<file path="config.mk">
export PLATFORM = sky130hd
export DESIGN_NAME = model_sqrt_arbiter
export DESIGN_NICKNAME = d
export VERILOG_FILES = /design/src/rtl/model_sqrt_arbiter_pkg.sv /design/src/rtl/model_sqrt_arbiter_sqrt.sv /design/src/rtl/model_sqrt_arbiter.sv
export SDC_FILE = /design/constraint.sdc
export NUM_CORES = 1
export LEC_CHECK = 0
export BUFFER_PORTS_ARGS = -buffer_cell sky130_fd_sc_hd__buf_2
export CELL_PAD_IN_SITES_DETAIL_PLACEMENT = 1
export CELL_PAD_IN_SITES_GLOBAL_PLACEMENT = 1
export CORE_ASPECT_RATIO = 1.25
export CORE_MARGIN = 5
export CORE_UTILIZATION = 39
export CTS_CLUSTER_SIZE = 16
export DETAILED_ROUTE_END_ITERATION = 10
export PLACE_DENSITY_LB_ADDON = 0.08
export SYNTH_ARGS = -nofsm -noshare
export SYNTH_HDL_FRONTEND = slang
export SYNTH_SLANG_ARGS = --single-unit
</file>
<file path="constraint.sdc">
create_clock -name CLK -period 11.04 [get_ports CLK]
set_input_delay 1.104 -clock CLK [delete_from_list [all_inputs] [get_ports CLK]]
set_output_delay 1.104 -clock CLK [all_outputs]
set_load 0.02 [all_outputs]
</file>
<file path="src/rtl/model_sqrt_arbiter_pkg.sv">
// Shared definitions for the sqrt arbiter: FSM state encoding and
// single-bit control constants used by the arbiter and the sqrt unit.
package model_sqrt_arbiter_pkg;

  typedef enum logic [1:0] {
    ST_IDLE    = 2'd0,
    ST_LAUNCH  = 2'd1,
    ST_WAIT    = 2'd2,
    ST_RESPOND = 2'd3
  } state_t;

  localparam logic ZERO = 1'b0;
  localparam logic ONE  = 1'b1;

endpackage

</file>
<file path="src/rtl/model_sqrt_arbiter_sqrt.sv">
// Iterative unsigned integer square root, one result bit per clock.
// START loads the operand (and aborts any computation in flight);
// READY pulses for one cycle when DATA_OUT holds floor(sqrt(operand)).
// For an N-bit operand READY appears (N+1)/2 + 1 cycles after START.
module model_scalar_sqrt_function
  import model_sqrt_arbiter_pkg::*;
#(
  parameter int DATA_SIZE    = 64,
  parameter int CONTROL_SIZE = 64
) (
  input  logic                 CLK,
  input  logic                 RST,
  input  logic                 START,
  input  logic [DATA_SIZE-1:0] DATA_IN,
  output logic                 READY,
  output logic [DATA_SIZE-1:0] DATA_OUT
);

  localparam int HALF = (DATA_SIZE + 1) / 2;
  localparam int XW   = 2 * HALF;
  localparam int RW   = HALF + 3;

  logic [XW-1:0]           r_x;
  logic [RW-1:0]           r_rem;
  logic [HALF-1:0]         r_root;
  logic [CONTROL_SIZE-1:0] r_cnt;
  logic                    r_busy;
  logic                    r_ready;

  logic [RW-1:0]   w_rem_sh;
  logic [RW-1:0]   w_trial;
  logic            w_ge;
  logic [RW-1:0]   w_rem_next;
  logic [HALF-1:0] w_root_next;

  // One restoring step: bring down the next two operand bits and try root*4+1.
  always_comb begin
    w_rem_sh    = (r_rem << 2) | RW'(r_x[XW-1 -: 2]);
    w_trial     = {1'b0, r_root, 2'b01};
    w_ge        = (w_rem_sh >= w_trial);
    w_rem_next  = w_ge ? (w_rem_sh - w_trial) : w_rem_sh;
    w_root_next = (r_root << 1) | HALF'(w_ge);
  end

  // Load on START, then iterate HALF times and pulse READY after the last step.
  always_ff @(posedge CLK or posedge RST) begin
    if (RST) begin
      r_x     <= '0;
      r_rem   <= '0;
      r_root  <= '0;
      r_cnt   <= '0;
      r_busy  <= ZERO;
      r_ready <= ZERO;
    end else begin
      r_ready <= ZERO;
      if (START) begin
        r_x    <= XW'(DATA_IN);
        r_rem  <= '0;
        r_root <= '0;
        r_cnt  <= CONTROL_SIZE'(HALF);
        r_busy <= ONE;
      end else if (r_busy) begin
        r_x    <= r_x << 2;
        r_rem  <= w_rem_next;
        r_root <= w_root_next;
        r_cnt  <= r_cnt - CONTROL_SIZE'(1);
        if (r_cnt == CONTROL_SIZE'(1)) begin
          r_busy  <= ZERO;
          r_ready <= ONE;
        end
      end
    end
  end

  assign READY    = r_ready;
  assign DATA_OUT = DATA_SIZE'(r_root);

endmodule

</file>
<file path="src/rtl/model_sqrt_arbiter.sv">
// Round-robin arbiter sharing one iterative sqrt unit among REQUESTERS
// clients, with a watchdog that forces a zero result and an ERROR pulse
// when the sqrt unit does not answer within TIMEOUT cycles of START.
//
//   state      | meaning
//   -----------+------------------------------------------------------
//   ST_IDLE    | no operation; arbitrate and latch winner operand
//   ST_LAUNCH  | START pulse to the sqrt unit, watchdog reads zero
//   ST_WAIT    | watchdog counting, waiting for READY or expiry
//   ST_RESPOND | DONE/DATA_OUT/ERROR to the winner, update last grant
module model_sqrt_arbiter
  import model_sqrt_arbiter_pkg::*;
#(
  parameter int DATA_SIZE    = 64,
  parameter int CONTROL_SIZE = 64,
  parameter int REQUESTERS   = 4,
  parameter int TIMEOUT      = 1024
) (
  input  logic                            CLK,
  input  logic                            RST,
  input  logic [REQUESTERS-1:0]           REQ,
  input  logic [REQUESTERS*DATA_SIZE-1:0] DATA_IN,
  output logic [REQUESTERS-1:0]           GRANT,
  output logic [REQUESTERS-1:0]           DONE,
  output logic                            ERROR,
  output logic [DATA_SIZE-1:0]            DATA_OUT,
  output logic                            BUSY
);

  localparam int IDX_W = (REQUESTERS > 1) ? $clog2(REQUESTERS) : 1;

  state_t                  r_state;
  state_t                  w_next;
  logic [IDX_W-1:0]        r_winner;
  logic [IDX_W-1:0]        r_last;
  logic [DATA_SIZE-1:0]    r_operand;
  logic [DATA_SIZE-1:0]    r_result;
  logic                    r_err;
  logic [CONTROL_SIZE-1:0] r_wd;

  logic [IDX_W-1:0]      w_pick;
  logic [DATA_SIZE-1:0]  w_pick_data;
  logic [REQUESTERS-1:0] w_winner_1h;
  logic                  w_any_req;
  logic                  w_expired;
  logic                  w_start;
  logic                  w_ready;
  logic [DATA_SIZE-1:0]  w_sqrt_out;

  // First requester strictly after 'last', wrapping; returns 'last' if none.
  function automatic logic [IDX_W-1:0] rr_pick(input logic [REQUESTERS-1:0] req,
                                               input logic [IDX_W-1:0] last);
    logic [IDX_W-1:0] pick;
    logic             found;
    int               cand;
    pick  = last;
    found = 1'b0;
    for (int k = 1; k <= REQUESTERS; k++) begin
      cand = int'(last) + k;
      if (cand >= REQUESTERS) cand = cand - REQUESTERS;
      if (!found && req[cand[IDX_W-1:0]]) begin
        pick  = cand[IDX_W-1:0];
        found = 1'b1;
      end
    end
    return pick;
  endfunction

  assign w_any_req   = |REQ;
  assign w_pick      = rr_pick(REQ, r_last);
  assign w_winner_1h = REQUESTERS'(1) << r_winner;
  // Watchdog equals the number of cycles since the START cycle.
  assign w_expired   = (r_wd == CONTROL_SIZE'(TIMEOUT - 1));

  // Select the operand slice belonging to the arbitration winner.
  always_comb begin
    w_pick_data = '0;
    for (int i = 0; i < REQUESTERS; i++) begin
      if (w_pick == IDX_W'(i)) w_pick_data = DATA_IN[i*DATA_SIZE +: DATA_SIZE];
    end
  end

  // State register.
  always_ff @(posedge CLK or posedge RST) begin
    if (RST) r_state <= ST_IDLE;
    else     r_state <= w_next;
  end

  // Next-state and output decode; outputs fall to zero with the state on reset.
  always_comb begin
    w_next   = r_state;
    w_start  = ZERO;
    GRANT    = '0;
    DONE     = '0;
    ERROR    = ZERO;
    DATA_OUT = '0;
    BUSY     = ONE;
    case (r_state)
      ST_IDLE: begin
        BUSY = ZERO;
        if (w_any_req) w_next = ST_LAUNCH;
      end
      ST_LAUNCH: begin
        w_start = ONE;
        GRANT   = w_winner_1h;
        w_next  = ST_WAIT;
      end
      ST_WAIT: begin
        GRANT = w_winner_1h;
        if (w_ready || w_expired) w_next = ST_RESPOND;
      end
      ST_RESPOND: begin
        GRANT    = w_winner_1h;
        DONE     = w_winner_1h;
        ERROR    = r_err;
        DATA_OUT = r_result;
        w_next   = ST_IDLE;
      end
      default: begin
        BUSY   = ZERO;
        w_next = ST_IDLE;
      end
    endcase
  end

  // Datapath: latch winner/operand, run watchdog, capture result or timeout.
  always_ff @(posedge CLK or posedge RST) begin
    if (RST) begin
      r_winner  <= '0;
      r_last    <= IDX_W'(REQUESTERS - 1);
      r_operand <= '0;
      r_result  <= '0;
      r_err     <= ZERO;
      r_wd      <= '0;
    end else begin
      case (r_state)
        ST_IDLE: begin
          r_wd <= '0;
          if (w_any_req) begin
            r_winner  <= w_pick;
            r_operand <= w_pick_data;
            r_result  <= '0;
            r_err     <= ZERO;
          end
        end
        ST_LAUNCH: begin
          r_wd <= r_wd + CONTROL_SIZE'(1);
        end
        ST_WAIT: begin
          r_wd <= r_wd + CONTROL_SIZE'(1);
          // READY takes precedence over a simultaneous expiry.
          if (w_ready) begin
            r_result <= w_sqrt_out;
          end else if (w_expired) begin
            r_result <= '0;
            r_err    <= ONE;
          end
        end
        ST_RESPOND: begin
          r_last <= r_winner;
        end
        default: ;
      endcase
    end
  end

  model_scalar_sqrt_function #(
    .DATA_SIZE   (DATA_SIZE),
    .CONTROL_SIZE(CONTROL_SIZE)
  ) u_sqrt (
    .CLK     (CLK),
    .RST     (RST),
    .START   (w_start),
    .DATA_IN (r_operand),
    .READY   (w_ready),
    .DATA_OUT(w_sqrt_out)
  );

endmodule

</file>
==> results of run 1 <==
## state kept, by name (all words and copies together), names as in the netlist, 32 cells and up
register and flops:
r_operand 64, r_result 32, r_wd 64, u_sqrt.r_cnt 64, u_sqrt.r_rem 33, u_sqrt.r_root 32
u_sqrt.r_x 64
## where the power goes
part           switching (uW)  total [uW]  internal [uW]
clock                     557        1370            817
combinational            2070        3440           1370
sequential                369        2140           1770
## worst max-delay path: stages (launching register included)
cell	delay, ns
dfrtp_1	0.41
nor4_1	0.46
nand4_1	0.18
or4_1	0.55
o21ai_0	0.31
nor2_1	0.09
a21oi_2	0.12
buf_4	0.40
o21a_1	0.95
o21ai_0	0.22
## metrics by stage
step	power, uW	hold slack, ns	std cells
floorplan	4727	0.4497	2317
finish	6951	0.4707	3214
detailed placement	5649	0.4701	3143
global route	7570	0.5024	3214
global placement	5526	0.4605	3143
CTS	7076	0.4763	3213
## logic make-up (layout without fill, tap and decap cells)
kind of cell             after synthesis  in the layout  synth area share (%)
adder cells (fa/ha/maj)               42             42                 2.540
XOR/XNOR                             131            131                 5.545
buffers and inverters                266            490                 5.460
flip-flops                           362            362                 43.79
AO/OA/AOI/OAI                        435            435                 11.97
other                                  1             33               0.01812
multiplexers                         245            245                 12.26
AND/OR/NAND/NOR                      804            804                 18.42
## worst paths after layout
kind	end	cells after the start	startpoint
min in group asynchronous	r_result[12]	2	RST
worst min-delay path	u_sqrt.r_x[62]	2	r_operand[62]
worst min register to register	u_sqrt.r_x[62]	2	r_operand[62]
max in group asynchronous	u_sqrt.r_busy	3	RST
worst max register to register	r_result[0]	9	r_wd[18]
worst max-delay path	r_result[0]	9	r_wd[18]
## layout make-up
class	instances	area, sq um	area share (%)
Antenna cell	1	2.502	0.01044
Clock buffer	62	1236	5.156
Clock inverter	8	105.1	0.4383
Inverter	102	386.6	1.612
Multi-Input combinational cell	1689	10670	44.52
Sequential cell	362	9065	37.81
Tap cell	672	840.8	3.507
Timing Repair Buffer	318	1667	6.951
## cell usage in the layout, fill, tap and decap left out, types with 13 or more instances in the layout
| cell | n |
|---|---|
| a21oi_1 | 115 |
| buf_2 | 303 |
| nand4_1 | 61 |
| nand3_1 | 38 |
| ha_1 | 40 |
| and2_1 | 37 |
| inv_1 | 101 |
| a211oi_1 | 23 |
| clkbuf_16 | 42 |
| mux2_2 | 67 |
| and3_1 | 17 |
| conb_1 | 32 |
| nor4_1 | 32 |
| nor2_1 | 280 |
| mux2i_1 | 178 |
| xnor2_1 | 72 |
| dfrtp_1 | 359 |
| nand2_1 | 206 |
| o21ai_0 | 213 |
| a21o_1 | 13 |
| nor3_1 | 36 |
| or3_1 | 22 |
| xor2_1 | 59 |
## routing by layer
layer | vias up | GRT usage, %
li1 | 8321 | -
met1 | 8358 | 26.22
met2 | 291 | 37.94
met3 | 70 | 3.177
met4 | 0 | 4.384
met5 | - | 0
==> impl_metrics.toml, run 1 <==
[cts]
numCtsBuffers = 41
cts_tree = "done"
postCtsResizedCells = 0
cts_setup_buffers = 0
clkTransAtPathRegs_ns = 0.07
clock_sinks = 362
root_buffer = "clkbuf_16"
clkLatencyLatePin_ns = 0.56
postCtsHoldBufs = 0
cts_buffer_depth = 3
cts-htree-levels = 2

[floorplanning]
die_w_microns = 216.0
die_area_sq_mm = 0.05779
start_util_pct = 39.36
core_area_sq_mm = 0.05257
die_h_microns = 267.5
ios = 336
row_count = 94

[detailed_routing]
drc = 0
drt_wl_total_microns = 61090
met3_length_microns = 2167
wl_met2_microns = 31660
drtIter0Drc = 742
top_layer_used = "met4"
antenna_left = 0
routedWlPerCell_microns = 19.01
avgViaCountPerCell = 5.302
num_vias = 17040
wl_met1_microns = 26110
dr.pass1.iters = 4

[placement]
gp_congestion = 0.8163
port-buffer-count = 303
dpl-instance-area_sq_mm = 0.02263
place_ws_ns = 6.717
dp_hpwl_microns = 43890

[layout]
syn_to_final_growth_pct = 15.88
fin_nets = 2818
final_util_pct = 45.61
n_fill_cell = 6137
drive_above_1_share_pct = 18.65
final_area_sq_mm = 0.02398

[sta]
worst_slew_pin_slew_ns = 1.170
fin_setup_tns_ns = 0
max_freq_mhz = 257.1
setup_viol_count_final = 0
worst_slack_ns = 7.150
finalHoldViolations = 0
final_max_slew_viol_count = 0
skew_ns = 0.01417
min_period_ns = 3.890
rsz0062_at_grt = "no"
fin_crit_sh_pct = 35.23
relSlewSlack_pct = 22.03

[synthesis]
synth-edff-count = 0
async_reset_ff_share_pct = 100.0
synth.most_common_cell = "dfrtp_1"
yosysSeqAreaShare_pct = 43.79
ys_ff_latch = 362
avgSynthCellArea_sq_um = 9.051
synth.distinct_cells = 69
postSynthCellCount = 2286
synth_top_area_share_pct = 43.54
yosysTopAreaCell = "dfrtp_1"
synth_warnings = 0
synth_common_cells = "dfrtp_1, nor2_1, o21ai_0, nand2_1, mux2i_1"
syn-cell-area_sq_mm = 0.02069
netlist_top_cells_area = "dfrtp_1, mux2i_1, o21ai_0, nor2_1, nand2_1"
synth_flop_cell = "dfrtp_1"

[setup_path]
r2r_setup_slack_ns = 7.15
worstPathMaxFanout = 36
cp.required_ns = 11.42
crit_type = "flop to flop"
start_kind = "flop"
cp_data_arrival_time_ns = 4.27
cp-end-kind = "flop"

[pwr]
max-vdd-ir-drop_mv = 0.1705
power_density_mw_per_mm2 = 289.9
cellLeakagePower_uw = 0.01159

[global_route]
grt_pass1_wl_microns = 99590
gr-total-overflow = 0
antenna_found_initial = 4
first_global_vias = 18361
grt_max_degree = 199
track_usage_pct = 20.79

[worst_hold_path]
hp-class = "flop to flop"

[run]
max_cap_violations = 0

[status]
status = "completed"
(Power assumes the default switching activity.)
==> run 2: changes to the inputs <==
--- a/config.mk
+++ b/config.mk
@@ -10,7 +10,7 @@
 export CELL_PAD_IN_SITES_GLOBAL_PLACEMENT = 1
 export CORE_ASPECT_RATIO = 1.25
 export CORE_MARGIN = 5
-export CORE_UTILIZATION = 39
+export CORE_UTILIZATION = 44
 export CTS_CLUSTER_SIZE = 16
 export DETAILED_ROUTE_END_ITERATION = 10
 export PLACE_DENSITY_LB_ADDON = 0.08
==> constraint.sdc (replaced) <==
create_clock -name CLK -period 3.77 [get_ports CLK]
set_input_delay 0.377 -clock CLK [delete_from_list [all_inputs] [get_ports CLK]]
set_output_delay 0.377 -clock CLK [all_outputs]
set_load 0.02 [all_outputs]
==> impl_metrics.toml, run 2 (synthesis results as in run 1) <==
[pwr]
max-vdd-ir-drop_mv = 0.5299
finalPower_uw = 20740
power_density_mw_per_mm2 = 857.4
p_comb_share_pct = 51.1
intPower_uw = 11800
p_sw_uw = 8939
seqPwrFrac_pct = 29.6
cellLeakagePower_uw = 0.01176
swShare_pct = 43.10
p_clk_share_pct = 19.3

[placement]
dp_hpwl_microns = 43410
gp_congestion = 0.8858
port-buffer-count = 303

[worst_hold_path]
holdPathEnd = "r_operand[17]"
hold_path_depth = 5
min_from = "DATA_IN[81]"
hp-class = "input port to flop"

[sta]
final_max_slew_viol_count = 0
setup_viol_count_final = 0
min_period_ns = 3.375
relSlewSlack_pct = 33.00
fin_setup_tns_ns = 0
rsz0062_at_grt = "no"
whs_ns = 0.2474
worst_slew_pin_slew_ns = 1.005
max_freq_mhz = 296.3
fin_crit_sh_pct = 89.53
skew_ns = 0.01771
finalHoldViolations = 0

[global_route]
antenna_found_initial = 3
first_global_vias = 18956
grt_max_degree = 214
gr-total-overflow = 0
track_usage_pct = 22.88
grt_pass1_wl_microns = 98030

[floorplanning]
start_util_pct = 44.64
ios = 336
die_area_sq_mm = 0.05149
row_count = 88
core_area_sq_mm = 0.04635
die_w_microns = 204.0
die_h_microns = 252.5

[detailed_routing]
drt_wl_total_microns = 59620
dr.pass1.iters = 7
antenna_left = 0
drtIter0Drc = 736
routedWlPerCell_microns = 18.61
drc = 0
avgViaCountPerCell = 5.380
num_vias = 17239

[layout]
regArea_sq_mm = 0.009065
drive_above_1_share_pct = 19.67
multi_input_comb_area_sq_mm = 0.01067
final_cell_mix = "dfrtp_1, buf_2, nor2_1, o21ai_0, nand2_1"
n_fill_cell = 5458
syn_to_final_growth_pct = 16.90
mostFrequentLayoutCell = "dfrtp_1"
fin_nets = 2849

[setup_path]
cp.required_ns = 4.20
start_kind = "flop"
r2r_setup_slack_ns = 0.39
worstPathMaxFanout = 14
regToRegStartpoint = "u_sqrt.r_root[4]"
crit_type = "flop to flop"
ff2ff_path_depth = 12
cp-end-kind = "flop"
reg2reg_to = "u_sqrt.r_rem[10]"
cp_data_arrival_time_ns = 3.80

[cts]
root_buffer = "clkbuf_16"
numCtsBuffers = 41
cts_setup_buffers = 0
cts_buffer_depth = 3
clock_sinks = 362
clkTransAtPathRegs_ns = 0.06
cts-htree-levels = 2
clkLatencyLatePin_ns = 0.55
cts_tree = "done"
postCtsResizedCells = 0

[status]
status = "completed"

[run]
max_cap_violations = 0
==> run 2: changes by cell type in the layout (fill, tap and decap cells not counted), sizes merged <==
| cell | before | now |
|---|---|---|
| bufinv | 2 | 3 |
| buf | 318 | 348 |
| clkbuf | 62 | 56 |
| clkinvlp | 1 | 3 |
| inv | 101 | 103 |
| clkinv | 6 | 8 |
| dlygate4sd3 | 0 | 1 |
==> run 2: area by class of cell <==
cell class	instances	share of cell area, %
multi-input combinational	1689	44.12
timing repair buffer	349	8.018
inverter	102	1.598
tap	630	3.259
clock inverter	15	0.6725
clock buffer	56	4.847
antenna	1	0.01035
sequential	362	37.48
==> run 2: timing repair <==
action,4_1_cts,5_1_grt
endpoints found under the hold margin,8,0
endpoints found under the setup margin,0,0
hold buffers,1,0
==> run 2: per-stage QoR <==
stage / setup slack, ns / area [sq um] / std cells / utilization (%)
floorplan: -1.460 / 20810 / 2317 / -
global placement: 0.5866 / 22840 / 3131 / 49.27
detailed placement: 0.4543 / 22840 / 3131 / 49.27
CTS: 0.4043 / 24180 / 3203 / 52.17
global route: 0.1717 / 24190 / 3204 / 52.18
finish: 0.3949 / 24190 / 3204 / 52.18
==> run 2: per-layer routing <==
metal,part of all wire [%],GRT usage (%),vias to the layer above
met5,0,0,-
met4,2.4,5.745,0
met3,3.5,2.913,80
met2,53,42.58,310
met1,42,28.04,8469
li1,-,-,8380
==> run 2: power groups by stage <==
stage	sequential, uW	clock (uW)	combinational (uW)
floorplan	5870	0	7970
global placement	6110	0	10300
detailed placement	6200	0	10600
CTS	6150	4120	10700
global route	6310	4280	11900
finish	6140	4000	10600
==> run 2: worst max path at each step <==
stage	startpoint	cells after the start	slack, ns	endpoint
finish	u_sqrt.r_root[4]	12	0.39	u_sqrt.r_rem[10]
global route	u_sqrt.r_root[4]	12	0.17	u_sqrt.r_rem[10]
CTS	u_sqrt.r_root[4]	12	0.40	u_sqrt.r_rem[10]
global placement	u_sqrt.r_root[4]	12	0.59	u_sqrt.r_rem[10]
floorplan	RST	1	-1.46	r_err
detailed placement	u_sqrt.r_root[4]	12	0.45	u_sqrt.r_rem[10]
==> run 2: critical path, cell delays in order, from the launching register on <==
cell and delay (ns):
dfrtp_1 0.38, inv_1 0.07, ha_1 0.38, a2111oi_0 0.53
nor3_1 0.13, nand3_1 0.14, o211a_1 0.21, a21oi_1 0.14
a32o_1 0.30, buf_4 0.21, buf_4 0.19, or2_2 0.27
a311oi_1 0.31
